### src/rtl/pc_seq_ctrl_pkg.sv
// rtl/pc_seq_ctrl_pkg.sv - shared state encodings and default addresses for the PC sequencer
package pc_seq_ctrl_pkg;

    typedef enum logic [1:0] {
        ST_RUN      = 2'd0,
        ST_INT_PEND = 2'd1,
        ST_HANDLER  = 2'd2
    } seq_state_t;

    localparam logic [31:0] RESET_PC   = 32'h0000_3000;
    localparam logic [31:0] HANDLER_PC = 32'h0000_4180;

endpackage

### src/rtl/pc_mux.sv
// rtl/pc_mux.sv - next-PC priority select: interrupt > eret > branch > sequential
module pc_mux
    import pc_seq_ctrl_pkg::*;
(
    input  logic        sel_int,
    input  logic        sel_eret,
    input  logic        sel_br,
    input  logic [31:0] pc,
    input  logic [31:0] br_target,
    input  logic [31:0] epc,
    output logic [31:0] npc
);

    always_comb begin
        npc = pc + 32'd4;
        if (sel_int) begin
            npc = HANDLER_PC;
        end else if (sel_eret) begin
            npc = epc;
        end else if (sel_br) begin
            npc = br_target;
        end
    end

endmodule

### src/rtl/pc_seq_ctrl.sv
// rtl/pc_seq_ctrl.sv - next-PC sequencer with stall gating and interrupt-entry/ERET state machine
module pc_seq_ctrl
    import pc_seq_ctrl_pkg::*;
(
    input  logic        clk,
    input  logic        reset,
    input  logic [31:0] pc,
    input  logic        hazard_stall,
    input  logic        md_stall,
    input  logic        br_valid,
    input  logic [31:0] br_target,
    input  logic        int_req,
    input  logic        eret,
    input  logic [31:0] epc,
    output logic [31:0] npc,
    output logic        pc_we,
    output logic        flush_f,
    output logic        int_ack,
    output logic        in_handler
);

    seq_state_t  r_state;
    seq_state_t  w_next_state;
    logic        w_stall_any;
    logic        w_sel_int;
    logic        w_sel_eret;
    logic        w_sel_br;
    logic        w_pc_we;
    logic        w_flush;
    logic        w_ack;
    logic [31:0] w_mux_npc;

    assign w_stall_any = hazard_stall | md_stall;

    always_ff @(posedge clk or negedge reset) begin
        if (!reset) begin
            r_state <= ST_RUN;
        end else begin
            r_state <= w_next_state;
        end
    end

    always_comb begin
        w_next_state = r_state;
        w_sel_int    = 1'b0;
        w_sel_eret   = 1'b0;
        w_sel_br     = 1'b0;
        w_pc_we      = 1'b0;
        w_flush      = 1'b0;
        w_ack        = 1'b0;
        case (r_state)
            ST_INT_PEND: begin
                // Branch/eret are dropped here; a withdrawn request just resumes sequential fetch
                if (!int_req) begin
                    w_next_state = ST_RUN;
                    w_pc_we      = !w_stall_any;
                end else if (!w_stall_any) begin
                    w_sel_int    = 1'b1;
                    w_pc_we      = 1'b1;
                    w_flush      = 1'b1;
                    w_ack        = 1'b1;
                    w_next_state = ST_HANDLER;
                end
            end
            ST_HANDLER: begin
                if (!w_stall_any) begin
                    w_pc_we = 1'b1;
                    if (eret) begin
                        w_sel_eret   = 1'b1;
                        w_flush      = 1'b1;
                        w_next_state = ST_RUN;
                    end else begin
                        w_sel_br = br_valid;
                    end
                end
            end
            default: begin
                // RUN, and any unused encoding recovers through RUN
                w_next_state = ST_RUN;
                if (int_req) begin
                    if (!w_stall_any) begin
                        w_sel_int    = 1'b1;
                        w_pc_we      = 1'b1;
                        w_flush      = 1'b1;
                        w_ack        = 1'b1;
                        w_next_state = ST_HANDLER;
                    end else begin
                        w_next_state = ST_INT_PEND;
                    end
                end else if (!w_stall_any) begin
                    w_pc_we = 1'b1;
                    if (eret) begin
                        w_sel_eret = 1'b1;
                        w_flush    = 1'b1;
                    end else begin
                        w_sel_br = br_valid;
                    end
                end
            end
        endcase
    end

    pc_mux u_pc_mux (
        .sel_int   (w_sel_int),
        .sel_eret  (w_sel_eret),
        .sel_br    (w_sel_br),
        .pc        (pc),
        .br_target (br_target),
        .epc       (epc),
        .npc       (w_mux_npc)
    );

    assign npc        = reset ? w_mux_npc : RESET_PC;
    assign pc_we      = reset & w_pc_we;
    assign flush_f    = reset & w_flush;
    assign int_ack    = reset & w_ack;
    assign in_handler = reset & (r_state == ST_HANDLER);

endmodule
### config.mk
export PLATFORM = sky130hd
export DESIGN_NAME = pc_seq_ctrl
export DESIGN_NICKNAME = d
export VERILOG_FILES = /design/src/rtl/pc_seq_ctrl_pkg.sv /design/src/rtl/pc_mux.sv /design/src/rtl/pc_seq_ctrl.sv
export SDC_FILE = /design/constraint.sdc
export NUM_CORES = 1
export LEC_CHECK = 0
export CORE_ASPECT_RATIO = 0.8
export CORE_UTILIZATION = 33
export CTS_CLUSTER_SIZE = 40
export DETAILED_ROUTE_END_ITERATION = 6
export HOLD_SLACK_MARGIN = 0.12
export PLACE_DENSITY = 0.83
export SYNTH_ARGS = -nofsm -noshare
export SYNTH_HDL_FRONTEND = slang
export SYNTH_HIERARCHICAL = 1
export SYNTH_SLANG_ARGS = --single-unit
export TNS_END_PERCENT = 50
### constraint.sdc
create_clock -name clk -period 2.8 [get_ports clk]
set_input_delay 0.42 -clock clk [delete_from_list [all_inputs] [get_ports clk]]
set_output_delay 0.42 -clock clk [all_outputs]
set_load 0.05 [all_outputs]
==> results of run 1 <==
-- critical path, cell delays in order, from the launching register on --
cell and delay [ns]:
dfrtp_2 0.43, ha_4 0.32, mux2i_4 0.24, and4b_2 0.34, buf_6 0.15, mux2i_1 0.19, nor2_1 0.08, a21oi_1 0.17
nor2_1 0.05, and2_1 0.17, buf_6 0.15
-- power breakdown --
part           switching, mW  internal [mW]
clock                 0.0314         0.0917
sequential           0.00768         0.0370
combinational          0.437          0.477
-- cell usage in the layout (no fill, tap or decap), drive strengths merged, types with 5 or more instances in the layout --
cell / synthesis / final
xnor2: 7 / 7
a21oi: 18 / 18
nor3: 7 / 7
a211oi: 10 / 10
nand4: 9 / 9
nand2: 16 / 16
a22oi: 8 / 8
o21ai: 11 / 11
xor2: 18 / 18
clkdlybuf4s50: 0 / 99
nand3: 12 / 12
and3: 10 / 10
nor4: 5 / 5
inv: 10 / 10
and2: 32 / 32
mux2i: 7 / 7
buf: 5 / 91
nor2: 17 / 17
o22ai: 17 / 17
-- layer usage --
layer	GRT usage [%]	part of all wire [%]	vias up
li1	-	-	1306
met1	40.4	41	1330
met2	55.8	49	164
met3	4.79	7.0	33
met4	10.5	3.1	0
met5	0	0	-
-- repair_timing --
item | in CTS | in global routing
setup buffers | 1 | 2
hold buffers | 0 | 0
pin swaps | 4 | 15
resized for setup | 24 | 55
endpoints found under the setup margin | 32 | 32
-- worst max-delay path by stage --
| stage | start | to | slack (ns) | depth (start not counted) |
|---|---|---|---|---|
| final | r_state[1] | npc[0] | -0.14 | 10 |
| after global routing | r_state[0] | npc[1] | -0.22 | 11 |
| after CTS | r_state[0] | npc[13] | 0.0009 | 10 |
| after detailed placement | pc[3] | npc[24] | -0.13 | 10 |
| after global placement | pc[2] | npc[24] | -0.05 | 10 |
| after floorplan | r_state[0] | npc[4] | -0.06 | 11 |
-- final cells by class --
cell class,count,area [um2]
clock buffers,3,41.3
well taps,60,75.1
multi-input cells,226,1680
repair buffers,193,2110
inverters,10,37.5
flip-flops and latches,2,51.3
fillers,250,658
-- kinds of logic after synthesis --
logic type                 Yosys count  synth area share, %
buffers and inverters               29                 6.86
DFF                                  2                 3.08
xor gates and xnor gates            25                 13.5
adders and majority gates            3                 2.31
muxes                                7                 4.32
AOI/OAI and AO/OA                   73                 28.8
and+or+nand+nor                    118                 41.1
-- through the flow --
| stage | instance area (um2) | hold WS [ns] | std cells | utilization, % | TNS, ns |
|---|---|---|---|---|---|
| after floorplan | 1640 | 0.124 | 257 | - | -0.311 |
| after global placement | 3670 | 0.514 | 488 | 78.8 | -0.382 |
| after detailed placement | 3670 | 0.510 | 488 | 78.8 | -1.17 |
| after CTS | 3800 | 0.555 | 492 | 81.7 | 0 |
| after global routing | 3990 | 0.611 | 494 | 85.9 | -5.07 |
| final | 3990 | 0.599 | 494 | 85.9 | -2.13 |
==> results.py, run 1 <==
metrics = {
    "outcome": {
        "run_status": "finished with violations",
        "violations": "setup timing",
    },
    "global_route": {
        "grt-ovfl-total": 0,
        "grt_start_max_net_pins": 23,
        "grt_antenna_before_repair": 0,
        "grt_util_all_layers_pct": 32.2,
        "grt_pass1_vias": 2766,
        "grt_pass1_wl_um": 13100,
    },
    "min_path": {
        "timing.hold.worst.class": "input pin to async pin",
    },
    "setup_path": {
        "worst_setup_path_start_kind": "flip-flop",
        "worst_r2r_path_depth": 5,
        "worstPathArrival_ns": 2.52,
        "critPathKind": "flip-flop to output pin",
        "timing.critical_path.fanout_max": 5,
        "crit-reg2reg-capture": "r_state[0]",
        "crit_path_end_kind": "output pin",
        "regToRegStartpoint": "r_state[0]",
        "rrSetupSlack_ns": 1.35,
        "worst-endpoint-required_ns": 2.38,
    },
    "clock_network": {
        "path_clk_slew_ns": 0.03,
        "clk_latency_ns": 0.22,
        "htree_levels": 1,
        "cts_buffers": 3,
        "cts.path.max_buffers": 2,
        "tritoncts_num_sinks": 2,
        "cts_root_buffer": "clkbuf_8",
        "cts_tree": "built",
    },
    "floorplan": {
        "initial_core_util_pct": 34.9,
        "design.core.area_um2": 4650,
        "die-height_um": 64.7,
        "io_pins": 139,
        "die_area_um2": 5200,
        "die-width_um": 80.4,
        "placementRows": 22,
    },
    "timing": {
        "fin_crit_sh_pct": 105,
        "rsz_0062_raised_after_global_routing": "true",
        "finalWorstSetupSlack_ns": -0.140,
        "finalSetupViolations": 30,
        "timing.final.hold_violations": 0,
        "clock_skew_ns": 0.00538,
        "worst_pin_slew_ns": 0.391,
        "timing.fmax_mhz": 340,
        "slew-limit-headroom_pct": 73.9,
        "timing.final.crit_period_ns": 2.94,
        "final-max-slew-violation-count": 0,
    },
    "yosys": {
        "async_sr_flop_fraction_pct": 100,
        "synthCells": 257,
        "seq_area_frac_synth_pct": 3.08,
        "post-synth-top-count-cell": "and2_1",
        "yosysWarnings": 6,
        "syn-cell-area_um2": 1620,
        "synth_common_cells": "and2_1, a21oi_1, xor2_1",
        "synthesis.area_per_instance_um2": 6.31,
        "yosys.cell_types.count": 39,
        "portion_of_synthesized_cell_area_occupied_by_the_leading_cell_type_pct": 12.3,
        "postSynthRegisterBits": 2,
        "synth_enable_flop_cells": 0,
        "ys_dominant_reg_cell": "dfrtp_1",
        "synth_top_cells_by_area": "and2_1, xor2_1, o22ai_1, a21oi_1, a211oi_1",
        "yosysTopAreaCell": "and2_1",
        "net_count_after_synthesis": 363,
    },
    "placement": {
        "numPortBuffers": 138,
        "pre_cts_ws_ns": -0.127,
        "gpl.final_weighted_congestion": 0.855,
        "hpwl_um": 6420,
    },
    "cells_and_area": {
        "number_of_flip_flops_in_the_largest_register": 2,
        "final_net_count": 542,
        "layout-drive-gt1-share_pct": 34.6,
        "antennaDiodeCount": 0,
        "syn_to_final_growth_pct": 146,
        "regMostFlops": "r_state",
        "top_regs": "r_state: 2 flops",
    },
    "drt": {
        "via_per_inst": 5.73,
        "post_drt_wl_per_cell_um": 17.9,
        "antenna_violating_nets_post_route": 0,
        "wl_um": 8860,
        "drt-initial-drc-count": 192,
        "drc": 0,
        "detailed_routing_iteration_count_for_the_pre_antenna_repair_pass": 5,
        "via_count": 2833,
    },
    "pwr": {
        "p_per_area_nw_per_um2": 271,
        "fin_total_pwr_mw": 1.08,
        "vdd_drop_max_v": 0.000291,
        "p_leak_nw": 1.60,
    },
    "job": {
        "number_of_max_cap_violations": 0,
    },
}
(Power assumes the default switching activity.)
==> run 2: changes to the inputs <==
--- a/config.mk
+++ b/config.mk
@@ -5,11 +5,13 @@
 export SDC_FILE = /design/constraint.sdc
 export NUM_CORES = 1
 export LEC_CHECK = 0
+export ABC_CLOCK_PERIOD_IN_PS = 2800
 export CORE_ASPECT_RATIO = 0.8
 export CORE_UTILIZATION = 33
-export CTS_CLUSTER_SIZE = 40
+export CTS_CLUSTER_SIZE = 10
 export DETAILED_ROUTE_END_ITERATION = 6
 export HOLD_SLACK_MARGIN = 0.12
+export MAX_ROUTING_LAYER = met4
 export PLACE_DENSITY = 0.83
 export SYNTH_ARGS = -nofsm -noshare
 export SYNTH_HDL_FRONTEND = slang
==> run 2 against run 1 <==
Compared with the run above: the run still ends with setup timing left; global-route usage grew 0.97 points; routed wire length is 8.4% higher; clock power is 5% higher; die area unchanged; sequential power is 1% lower.
==> results.py, run 2 (synthesis results as in run 1) <==
metrics = {
    "drt": {
        "wl_met2_um": 4550,
        "drt-initial-drc-count": 282,
        "drc": 0,
        "wl_um": 9600,
        "highest-signal-layer": "met4",
        "post_drt_wl_per_cell_um": 19.3,
        "detailed_routing_iteration_count_for_the_pre_antenna_repair_pass": 6,
        "met3RoutedLength_um": 898,
        "antenna_violating_nets_post_route": 0,
        "wl_met1_um": 3630,
        "via_count": 2958,
        "via_per_inst": 5.95,
    },
    "cells_and_area": {
        "number_of_flip_flops_in_the_largest_register": 2,
        "syn_to_final_growth_pct": 151,
        "top_regs": "r_state: 2 flops",
        "final_core_utilization_pct": 87.7,
        "final_net_count": 545,
        "final_cell_area_um2": 4080,
        "layout-drive-gt1-share_pct": 38.4,
        "layout.filler_cells": 230,
        "mostFrequentLayoutCells": "clkdlybuf4s50_1, buf_4, buf_12",
        "regMostFlops": "r_state",
        "layout_commonest_cell": "clkdlybuf4s50_1",
        "antennaDiodeCount": 0,
    },
    "placement": {
        "numPortBuffers": 138,
        "gpl.final_weighted_congestion": 0.866,
        "hpwl_um": 6410,
        "placed_area_um2": 3670,
    },
    "clock_network": {
        "path_clk_slew_ns": 0.03,
        "cts.path.max_buffers": 2,
        "tritoncts_num_sinks": 2,
        "clk_latency_ns": 0.23,
        "cts_root_buffer": "clkbuf_8",
        "ctsHoldBuffers": 0,
        "cts_buffers": 3,
        "htree_levels": 1,
        "cts_tree": "built",
    },
    "pwr": {
        "fin_total_pwr_mw": 1.10,
        "vdd_drop_max_v": 0.000314,
        "p_per_area_nw_per_um2": 271,
        "p_leak_nw": 1.64,
    },
    "timing": {
        "rsz_0062_raised_after_global_routing": "true",
        "timing.fmax_mhz": 325,
        "fin_crit_sh_pct": 110,
        "slew-limit-headroom_pct": 73.2,
        "finalSetupViolations": 32,
        "final.hold.worst_slack_ns": 0.591,
        "final-max-slew-violation-count": 0,
        "timing.final.crit_period_ns": 3.07,
        "finalWorstSetupSlack_ns": -0.274,
        "worst_pin_slew_ns": 0.402,
        "timing.final.hold_violations": 0,
        "clock_skew_ns": 0.00292,
    },
    "floorplan": {
        "io_pins": 139,
        "die_area_um2": 5200,
        "initial_core_util_pct": 34.9,
        "placementRows": 22,
        "design.core.area_um2": 4650,
        "die-height_um": 64.7,
        "die-width_um": 80.4,
    },
    "min_path": {
        "timing.hold.worst.class": "input pin to async pin",
    },
    "setup_path": {
        "critical-path-slowest-cell": "dfrtp_1",
        "rrSetupSlack_ns": 1.26,
        "worst-endpoint-required_ns": 2.38,
        "critPathKind": "flip-flop to output pin",
        "slowest_delay_ns": 0.43,
        "critical_path.cell_chain": "ha_4 > mux2i_2 > and4b_2 > buf_4 > nor2_4 > a222oi_1 > nor2_1 > and2_4 > buf_12",
        "worst_setup_path_start_kind": "flip-flop",
        "crit_path_end_kind": "output pin",
        "timing.critical_path.fanout_max": 6,
        "path_buf_inv": 2,
        "worstPathArrival_ns": 2.65,
        "worst_path_dominant_cell_family": "simple AND/OR/NAND/NOR gates",
    },
    "job": {
        "number_of_max_cap_violations": 0,
    },
    "global_route": {
        "grt_util_all_layers_pct": 33.2,
        "grt_antenna_before_repair": 0,
        "grt_pass1_vias": 2756,
        "grt-ovfl-total": 0,
        "grt_start_max_net_pins": 23,
        "grt_pass1_wl_um": 13100,
    },
    "outcome": {
        "violations": "setup timing",
        "run_status": "finished with violations",
    },
}
run 2: cell types whose count changed in the layout (fill, tap and decap cells not counted), sizes merged:
cell | previous run | this run
dlygate4sd2 | 3 | 2
buf | 91 | 94
dlymetal6s2s | 0 | 1
run 2: final timing paths:
check | startpoint | to | cells after the start
hold reg to reg | r_state[1] | r_state[1] | 1
setup / recovery | r_state[1] | npc[16] | 9
setup reg to reg | r_state[0] | r_state[0] | 6
hold / removal | reset | r_state[0] | 2
max in group asynchronous | reset | r_state[1] | 2
min in group clk | r_state[1] | r_state[1] | 1
run 2: metal layers:
metal  up-vias  global-route usage (%)
met1      1369                    39.7
met2       214                    55.4
met4         0                    14.3
li1       1307                       -
met5         -                       -
met3        68                    4.65
run 2: final cells by class:
class | count | area [um2] | area share, %
tap | 60 | 75.1 | 1.84
multi-input combinational | 226 | 1720 | 42.1
inverter | 10 | 37.5 | 0.920
timing repair buffer | 196 | 2160 | 52.9
clock buffer | 3 | 41.3 | 1.01
sequential | 2 | 50.0 | 1.23
run 2: power by group:
group	leakage, nW	internal (mW)	total, mW	switching, mW
Sequential	0.0264	0.0366	0.0441	0.00753
Combinational	1.59	0.486	0.932	0.446
Clock	0.0216	0.0921	0.129	0.0364
run 2: repair_timing:
item	4_1_cts	5_1_grt
pin swaps	13	22
gates resized for setup	42	56
buffers inserted	3	4
setup endpoints to repair	32	32
cloned	0	0
run 2: per-stage QoR:
stage | setup WS, ns | TNS [ns] | instances
2_1_floorplan | -0.0640 | -0.311 | 257
5_1_grt | -0.295 | -4.91 | 497
3_3_place_gp | -0.0549 | -0.438 | 487
6_report | -0.274 | -3.42 | 497
3_5_place_dp | -0.156 | -1.86 | 487
4_1_cts | -0.0367 | -0.202 | 493
